**src/rtl/multicycle_ctrl.sv**
```systemverilog
// Moore control FSM for the shared-ALU, single-memory multicycle datapath.
// Sequences fetch/decode/execute/memory/write-back, with optional memory-ready waits.
module multicycle_ctrl #(
  parameter int unsigned MEM_HANDSHAKE = 1,
  parameter int unsigned ADDI_EN       = 1,
  parameter int unsigned STATE_W       = 4
) (
  input  logic               clk,
  input  logic               reset,
  input  logic [5:0]         opcode,
  input  logic               run,
  input  logic               mem_ready,
  output logic               pcwrite,
  output logic               pcwritecond,
  output logic               iord,
  output logic               memread,
  output logic               memwrite,
  output logic               irwrite,
  output logic               memtoreg,
  output logic               regdst,
  output logic               regwrite,
  output logic               alusrca,
  output logic [1:0]         alusrcb,
  output logic [1:0]         aluop,
  output logic [1:0]         pcsource,
  output logic               instr_done,
  output logic               illegal,
  output logic [STATE_W-1:0] state
);

  typedef enum logic [3:0] {
    S_FETCH  = 4'd0,
    S_DECODE = 4'd1,
    S_MEMADR = 4'd2,
    S_MEMRD  = 4'd3,
    S_MEMWB  = 4'd4,
    S_MEMWR  = 4'd5,
    S_EXEC   = 4'd6,
    S_ALUWB  = 4'd7,
    S_BRANCH = 4'd8,
    S_JUMP   = 4'd9,
    S_ADDIEX = 4'd10,
    S_ADDIWB = 4'd11,
    S_TRAP   = 4'd12
  } state_t;

  localparam logic [5:0] OP_RTYPE = 6'b000000;
  localparam logic [5:0] OP_LW    = 6'b100011;
  localparam logic [5:0] OP_SW    = 6'b101011;
  localparam logic [5:0] OP_BEQ   = 6'b000100;
  localparam logic [5:0] OP_J     = 6'b000010;
  localparam logic [5:0] OP_ADDI  = 6'b001000;

  state_t state_q;
  state_t state_d;
  logic   mem_ok;
  logic   fetch_ok;

  assign mem_ok   = (MEM_HANDSHAKE == 0) || mem_ready;
  assign fetch_ok = run && mem_ok;

  always_comb begin
    state_d = S_FETCH;
    case (state_q)
      S_FETCH:  state_d = fetch_ok ? S_DECODE : S_FETCH;
      S_DECODE: begin
        case (opcode)
          OP_RTYPE:     state_d = S_EXEC;
          OP_LW, OP_SW: state_d = S_MEMADR;
          OP_BEQ:       state_d = S_BRANCH;
          OP_J:         state_d = S_JUMP;
          OP_ADDI:      state_d = (ADDI_EN != 0) ? S_ADDIEX : S_TRAP;
          default:      state_d = S_TRAP;
        endcase
      end
      S_MEMADR: state_d = (opcode == OP_SW) ? S_MEMWR : S_MEMRD;
      S_MEMRD:  state_d = mem_ok ? S_MEMWB : S_MEMRD;
      S_MEMWR:  state_d = mem_ok ? S_FETCH : S_MEMWR;
      S_EXEC:   state_d = S_ALUWB;
      S_ADDIEX: state_d = S_ADDIWB;
      S_TRAP:   state_d = S_TRAP;
      default:  state_d = S_FETCH;
    endcase
  end

  always_ff @(posedge clk or posedge reset) begin
    if (reset) begin
      state_q <= S_FETCH;
    end else begin
      state_q <= state_d;
    end
  end

  // Decode is gated by reset directly so every control is low while reset is held.
  always_comb begin
    pcwrite     = 1'b0;
    pcwritecond = 1'b0;
    iord        = 1'b0;
    memread     = 1'b0;
    memwrite    = 1'b0;
    irwrite     = 1'b0;
    memtoreg    = 1'b0;
    regdst      = 1'b0;
    regwrite    = 1'b0;
    alusrca     = 1'b0;
    alusrcb     = 2'b00;
    aluop       = 2'b00;
    pcsource    = 2'b00;
    instr_done  = 1'b0;
    illegal     = 1'b0;
    if (!reset) begin
      case (state_q)
        S_FETCH: begin
          memread = 1'b1;
          alusrcb = 2'b01;
          irwrite = fetch_ok;
          pcwrite = fetch_ok;
        end
        S_DECODE: alusrcb = 2'b11;
        S_MEMADR: begin
          alusrca = 1'b1;
          alusrcb = 2'b10;
        end
        S_MEMRD: begin
          memread = 1'b1;
          iord    = 1'b1;
        end
        S_MEMWB: begin
          regwrite   = 1'b1;
          memtoreg   = 1'b1;
          instr_done = 1'b1;
        end
        S_MEMWR: begin
          memwrite   = 1'b1;
          iord       = 1'b1;
          instr_done = mem_ok;
        end
        S_EXEC: begin
          alusrca = 1'b1;
          aluop   = 2'b10;
        end
        S_ALUWB: begin
          regwrite   = 1'b1;
          regdst     = 1'b1;
          instr_done = 1'b1;
        end
        S_BRANCH: begin
          alusrca     = 1'b1;
          aluop       = 2'b01;
          pcwritecond = 1'b1;
          pcsource    = 2'b01;
          instr_done  = 1'b1;
        end
        S_JUMP: begin
          pcwrite    = 1'b1;
          pcsource   = 2'b10;
          instr_done = 1'b1;
        end
        S_ADDIEX: begin
          alusrca = 1'b1;
          alusrcb = 2'b10;
        end
        S_ADDIWB: begin
          regwrite   = 1'b1;
          instr_done = 1'b1;
        end
        S_TRAP:  illegal = 1'b1;
        default: illegal = 1'b0;
      endcase
    end
  end

  assign state = STATE_W'(state_q);

endmodule

```
**config.mk**
```make
export PLATFORM = sky130hd
export DESIGN_NAME = multicycle_ctrl
export DESIGN_NICKNAME = d
export VERILOG_FILES = /design/src/rtl/multicycle_ctrl.sv
export SDC_FILE = /design/constraint.sdc
export NUM_CORES = 1
export LEC_CHECK = 0
export BUFFER_PORTS_ARGS = -buffer_cell sky130_fd_sc_hd__buf_4
export CAP_MARGIN = 20
export CORE_MARGIN = 1
export CORE_UTILIZATION = 43
export CTS_CLUSTER_DIAMETER = 200
export CTS_CLUSTER_SIZE = 40
export DETAILED_ROUTE_END_ITERATION = 7
export HOLD_SLACK_MARGIN = 0.08
export PLACE_DENSITY = 0.87
export SLEW_MARGIN = 20
export SYNTH_ARGS = -nofsm -noshare
export SYNTH_HDL_FRONTEND = slang
export SYNTH_SLANG_ARGS = --single-unit
```
**constraint.sdc**
```tcl
create_clock -name clk -period 1.5 [get_ports clk]
set_input_delay 0.15 -clock clk [delete_from_list [all_inputs] [get_ports clk]]
set_output_delay 0.15 -clock clk [all_outputs]
set_load 0.005 [all_outputs]
```
==> results of run 1 <==
metrics by stage:
stage	hold WS, ns	std cells	power, mW	setup TNS, ns	setup WS (ns)
6_report	0.392	148	1.89	-1.37	-0.174
5_1_grt	0.358	148	1.98	-2.30	-0.250
4_1_cts	0.355	140	1.45	-0.373	-0.0914
3_5_place_dp	0.134	131	1.10	0	0.00842
3_3_place_gp	0.135	131	1.09	0	0.0657
2_1_floorplan	-0.0755	84	0.809	0	0.237
path summary, 6_finish.rpt:
path	startpoint	end	slack, ns	depth (start not counted)
worst max-delay path	state[1]	regwrite	-0.17	6
worst min-delay path	opcode[1]	state[3]	0.39	3
worst max register to register	state[1]	state[0]	-0.11	7
worst min register to register	state[3]	state[0]	0.78	3
max in group asynchronous	reset	state[2]	0.74	3
min in group asynchronous	reset	state[1]	0.55	3
logic make-up (layout without fill, tap and decap cells):
family                    count (synthesis)  after routing  share of synthesized area, %
xor gates and xnor gates                  2              2                          2.95
DFF                                       4              4                          16.8
and+or+nand+nor                          47             47                          44.2
buffers and inverters                    11             60                          12.0
AOI/OAI and AO/OA                        20             20                          24.0
worst max-delay path, stage by stage (launching register included):
cell and delay (ns):
dfrtp_1 0.45, buf_12 0.15, and2b_2 0.24, nor3_2 0.12, a31oi_1 0.07, nor2_1 0.12, buf_4 0.13
cell type report:
type / count / area (um2) / area share [%]
multi-input combinational: 69 / 556 / 47.5
timing repair buffer: 53 / 448 / 38.3
sequential: 4 / 104 / 8.89
clock buffer: 3 / 22.5 / 1.93
inverter: 4 / 20.0 / 1.71
tap: 15 / 18.8 / 1.61
layout by cell type (no fill, tap or decap), types with 2 or more instances in the layout:
cell type  Yosys  layout
a21oi_1        2       2
a31oi_1        2       2
buf_12         0       2
buf_4          4      44
buf_6          2       6
clkbuf_4       0       3
dfrtp_2        0       3
inv_1          4       2
nand2_1        4       4
nand2b_4       0       3
nand4_1        2       2
nor2_1        11       9
nor2_4         0       2
nor3_1         9       6
nor3_2         1       3
nor4_2         1       3
o21ai_0        2       2
o21ai_2        0       2
o22ai_1        3       3
synth_stat cells, drive strengths merged:
cell,count,area (um2)
o22ai,3,18.8
buf,6,52.6
and3,1,6.26
nor2b,2,15.0
nor3,10,55.1
or2b,1,7.51
a21oi,3,18.8
o21ai,4,20.0
a211oi,1,7.51
nor2,11,41.3
inv,4,15.0
a211o,1,8.76
xnor2,1,8.76
or3,1,6.26
a311oi,1,8.76
nand4,2,12.5
or2,3,21.3
a31oi,2,12.5
and2b,1,7.51
a32oi,1,8.76
a21o,1,7.51
nand2,4,15.0
nor3b,1,7.51
nand2b,3,18.8
a2111oi,1,15.0
dfrtp,4,100
o311ai,1,8.76
nor4,4,31.3
nand3,2,10.0
clkbuf,1,3.75
nand3b,1,7.51
xor2,1,8.76
o211ai,1,7.51
repair_timing:
action / in CTS / in global routing
resized for setup: 16 / 22
hold buffers: 1 / 0
endpoints found under the hold margin: 4 / 0
buffers inserted: 5 / 9
pin swaps: 3 / 5
endpoints found under the setup margin: 14 / 19
power groups by stage:
| stage | logic [mW] | clock network (mW) | registers, mW |
|---|---|---|---|
| 5_1_grt | 1.59 | 0.145 | 0.244 |
| 3_3_place_gp | 0.878 | 0 | 0.208 |
| 6_report | 1.52 | 0.138 | 0.240 |
| 3_5_place_dp | 0.884 | 0 | 0.213 |
| 2_1_floorplan | 0.617 | 0 | 0.192 |
| 4_1_cts | 1.10 | 0.133 | 0.225 |
layer usage:
| metal | vias up | routed length, um | track usage (%) |
|---|---|---|---|
| li1 | 411 | - | - |
| met1 | 443 | 1110 | 36.5 |
| met2 | 80 | 1500 | 55.0 |
| met3 | 18 | 219 | 2.31 |
| met4 | 0 | 153 | 21.6 |
| met5 | - | 0 | 0 |
==> results by group, run 1 <==
Run status
  – Outcome: finished with violations
  – Failing checks: negative setup slack

GRT
  – Largest net degree at the start of global routing: 13
  – GRT Util Overall: 31.8%
  – Gr ovfl total: 0
  – Initial antenna violation count: 0
  – Vias in the first global route: 790
  – First-pass GRT wire length: 3310 um

Clock network
  – CTS H-tree lvls: 1
  – Deepest clock path buffer count: 2
  – CTS tree: done
  – Cts bufs inserted: 3
  – CTS clk-pin slew, worst paths: 0.04 ns
  – CTS Sinks: 4
  – Root Driver: clkbuf_4
  – Worst-skew pair later-pin latency: ~0.24 ns

Critical path
  – Critical Path RT: ~1.4 ns
  – CP arrival: approximately 1.5 ns
  – Crit path launch type: flip-flop
  – Crit end category: output port
  – CP Max Fanout: 4
  – Critical path class: flip-flop to output port

Detailed routing
  – Pre-antenna DRT Iters: 4
  – DRC: 0
  – Antenna viol nets, final: 0
  – WL/cell: 20.1 um
  – Via count: approximately 950
  – Initial DRC Count: 46
  – Final wirelength: between 2000 and 3000 um
  – Via/cell ratio: 6.43

STA
  – Final period util: 112%
  – Count of final max-slew check failures: 0
  – Slew headroom: roughly four fifths
  – Final Hold Fails: 0
  – Worst Skew: 0.00383 ns
  – Unrepaired setup endpoints after global routing: yes
  – Crit path time final: 1.67 ns
  – # setup viols final: 19
  – PnR worst setup slack: -0.174 ns
  – F_max: roughly 600 MHz
  – Slew of the pin with the lowest slew margin: 0.325 ns

Power
  – Share of power burned in the clock network: 7.3%
  – Power per cell area: 1620 mW/mm2
  – Sw Ratio: 45.3%
  – Pint: 1.04 mW
  – Combinational Power Share: 80.1%
  – VDD IR-drop max: 1010 uV
  – Leak: 0.520 nW
  – Sequential fraction of design power: 12.6%
  – Switching Power: 857 uW

Floorplan
  – Starting Density: 46.3%
  – DIE WIDTH: around 39 um
  – Die H: a little under 40 um
  – Cell row count: 13
  – Core area: 0.00128 mm2
  – Full die area: 0.00153 mm2
  – IO Pins: 32

Placed design
  – Routability congestion estimate: around 0.90
  – Placed Area: 862 um2
  – IO buf count: 31
  – Hpwl dp: 1480 um

Finish
  – Filler cells: 52
  – Layout cell share with drive strength beyond 1: 63.9%
  – Area growth from synthesis to layout: 96.6%
  – Ant diodes: 0
  – Post-route cell area: 0.00117 mm2
  – Fin nets: 145
  – Finished Core Util: 90.9%
  – Largest register FFs: 4

Run
  – Max Cap Viol: 0

Synth
  – Mapped Area: between 500 and 600 um2
  – Sequential area share after synthesis: roughly 17%
  – Mapped Avg Cell Area: 7.08 um2
  – Flops & latches, synth: 4
  – Post-Synthesis Cells: 84
  – Yosys warns: 0
  – Post-synth cell types: 41
  – Mapped Nets: 94

Worst hold path
  – Hold WC Path Type: input pin to flip-flop
Note: power is estimated with default switching activity, not from simulation.
==> run 2: changes to the inputs <==
--- a/config.mk
+++ b/config.mk
@@ -7,13 +7,15 @@
 export LEC_CHECK = 0
 export BUFFER_PORTS_ARGS = -buffer_cell sky130_fd_sc_hd__buf_4
 export CAP_MARGIN = 20
+export CELL_PAD_IN_SITES_DETAIL_PLACEMENT = 0
+export CELL_PAD_IN_SITES_GLOBAL_PLACEMENT = 1
 export CORE_MARGIN = 1
-export CORE_UTILIZATION = 43
+export CORE_UTILIZATION = 29
 export CTS_CLUSTER_DIAMETER = 200
 export CTS_CLUSTER_SIZE = 40
 export DETAILED_ROUTE_END_ITERATION = 7
 export HOLD_SLACK_MARGIN = 0.08
-export PLACE_DENSITY = 0.87
+export PLACE_DENSITY = 0.88
 export SLEW_MARGIN = 20
 export SYNTH_ARGS = -nofsm -noshare
 export SYNTH_HDL_FRONTEND = slang
==> results by group, run 2 (synthesis results as in run 1) <==
Placed design
  – Worst slack at placement: 0.0567 ns (+0.0483 ns)
  – IO buf count: 31 (unchanged)
  – Routability congestion estimate: 0.930 (+3.1%)
  – Placed Area: 880 um2 (+2.0%)
  – Hpwl dp: 1500 um (+1.3%)

Finish
  – Layout cell share with drive strength beyond 1: 61.2% (-2.7 points)
  – Largest register FFs: 4 (unchanged)
  – Ant diodes: 0 (unchanged)
  – Commonest non-fill, non-tap cell in the layout: buf_4
  – Fin nets: 146 (+0.69%)
  – Post-route cell area: 0.00114 mm2 (-2.8%)
  – Area growth from synthesis to layout: 91.2%
  – Commonest cells after routing, fill and taps aside: buf_4 (48), nor2_1 (9), nor3_1 (6)

Critical path
  – Critical Path RT: 1.35 ns (about the same)
  – R2R Setup Slk: 0.06 ns (+0.17 ns)
  – Crit end category: output port
  – CP arrival: 1.49 ns (-0.03 ns)
  – R2R depth: 6 (-1)
  – RR Startpoint: state[0]
  – R2R Path End: state[1]
  – Crit path launch type: flip-flop
  – CP Max Fanout: 6 (+2)
  – Critical path class: flip-flop to output port

STA
  – # setup viols final: 8 (-11)
  – Unrepaired setup endpoints after global routing: yes
  – PnR worst setup slack: -0.142 ns (+0.0325 ns)
  – Final period util: 109% (-2.2 points)
  – Hold WS: 0.366 ns (-0.0261 ns)
  – F_max: 609 MHz (+2.0%)
  – Slew headroom: 80.3% (+2.1 points)
  – Final Hold Fails: 0 (unchanged)
  – Count of final max-slew check failures: 0 (unchanged)
  – Slew of the pin with the lowest slew margin: 0.295 ns (-0.0300 ns)
  – Worst Skew: 0.00565 ns (+0.00182 ns)
  – Crit path time final: 1.64 ns (-0.0325 ns)

Clock network
  – CTS tree: done
  – CTS H-tree lvls: 1 (unchanged)
  – Root Driver: clkbuf_4
  – CTS Sinks: 4 (unchanged)
  – Cts bufs inserted: 3 (unchanged)
  – CTS clk-pin slew, worst paths: 0.04 ns (about the same)
  – Worst-skew pair later-pin latency: 0.24 ns (about the same)
  – Deepest clock path buffer count: 2 (unchanged)

Power
  – Power Total: 1.67 mW (-12%)
  – Leak: 0.504 nW (-3.1%)
  – Power per cell area: 1470 mW/mm2 (-9.1%)
  – VDD IR-drop max: 586 uV (-42%)

Floorplan
  – DIE WIDTH: 47.3 um (+21%)
  – Full die area: 0.00223 mm2 (+46%)
  – Cell row count: 16 (+3)
  – Starting Density: 30.6% (-16 points)
  – Die H: 47.3 um (+21%)
  – Core area: 0.00194 mm2 (+51%)
  – IO Pins: 32 (unchanged)

Worst hold path
  – Hold Crit Endpoint: state[2]
  – Min-Delay Path Depth: 4 (+1)
  – Hold_sp: opcode[1]
  – Hold WC Path Type: input pin to flip-flop

Detailed routing
  – DRC: 0 (unchanged)
  – Initial DRC Count: 24 (-48%)
  – Via/cell ratio: 5.41 (-16%)
  – Via count: 871 (-8.5%)
  – WL/cell: 14.4 um (-29%)
  – Pre-antenna DRT Iters: 4 (unchanged)
  – Final wirelength: 2320 um (-22%)
  – Antenna viol nets, final: 0 (unchanged)

GRT
  – First-pass GRT wire length: 3180 um (-4.0%)
  – Largest net degree at the start of global routing: 13 (unchanged)
  – Vias in the first global route: 733 (-7.2%)
  – Initial antenna violation count: 0 (unchanged)
  – Gr ovfl total: 0 (unchanged)
  – GRT Util Overall: 20.8% (-11 points)

Run status
  – Outcome: finished with violations
  – Failing checks: negative setup slack

Run
  – Max Cap Viol: 0 (unchanged)
-- run 2: cell types whose count changed in the layout (fill, tap and decap cells not counted), sizes merged --
cell	delta
buf	+1
-- run 2: how the worst max path moves through the flow --
stage,end,startpoint,slack [ns],cells after the start
floorplan,pcwrite,state[3],0.24,4
global placement,pcwrite,state[3],0.06,4
detailed placement,pcwrite,state[3],0.06,4
CTS,regwrite,state[0],-0.07,6
global route,regwrite,state[1],-0.20,6
finish,regwrite,state[1],-0.14,6
-- run 2: critical path: stages (launching register included) --
cell     delay (ns)
dfrtp_2        0.42
buf_6          0.12
nor2b_4        0.24
nor3_2         0.08
a31oi_1        0.19
nor2_1         0.07
buf_4          0.13
-- run 2: cell type report --
type | count | area [um2]
fill | 169 | 806
multi-input combinational | 69 | 531
timing repair buffer | 54 | 427
sequential | 4 | 105
tap | 27 | 33.8
clock buffer | 3 | 22.5
inverter | 4 | 17.5
-- run 2: per-layer routing --
metal,part of all wire (%),track usage [%],vias to the layer above
li1,-,-,409
met1,42,24.6,404
met2,50,34.8,54
met3,7.1,3.46,4
met4,0.69,12.6,0
met5,0,0,-
-- run 2: repair_timing --
action                                  CTS  global route
endpoints found under the hold margin     4             0
hold buffers                              1             0
pin swaps                                 6            10
setup buffers                             9             3
endpoints found under the setup margin   14            16
resized for setup                        15            19
-- run 2: metrics by stage --
stage	utilization (%)	std cells	TNS, ns
floorplan	-	84	0
global placement	45.3	145	0
detailed placement	45.3	145	0
CTS	52.6	158	-0.315
global route	58.5	161	-1.19
finish	58.5	161	-0.460
-- run 2: power breakdown --
part           switching [mW]  internal, mW
Combinational           0.616         0.700
Sequential             0.0691         0.153
Clock                  0.0452        0.0896
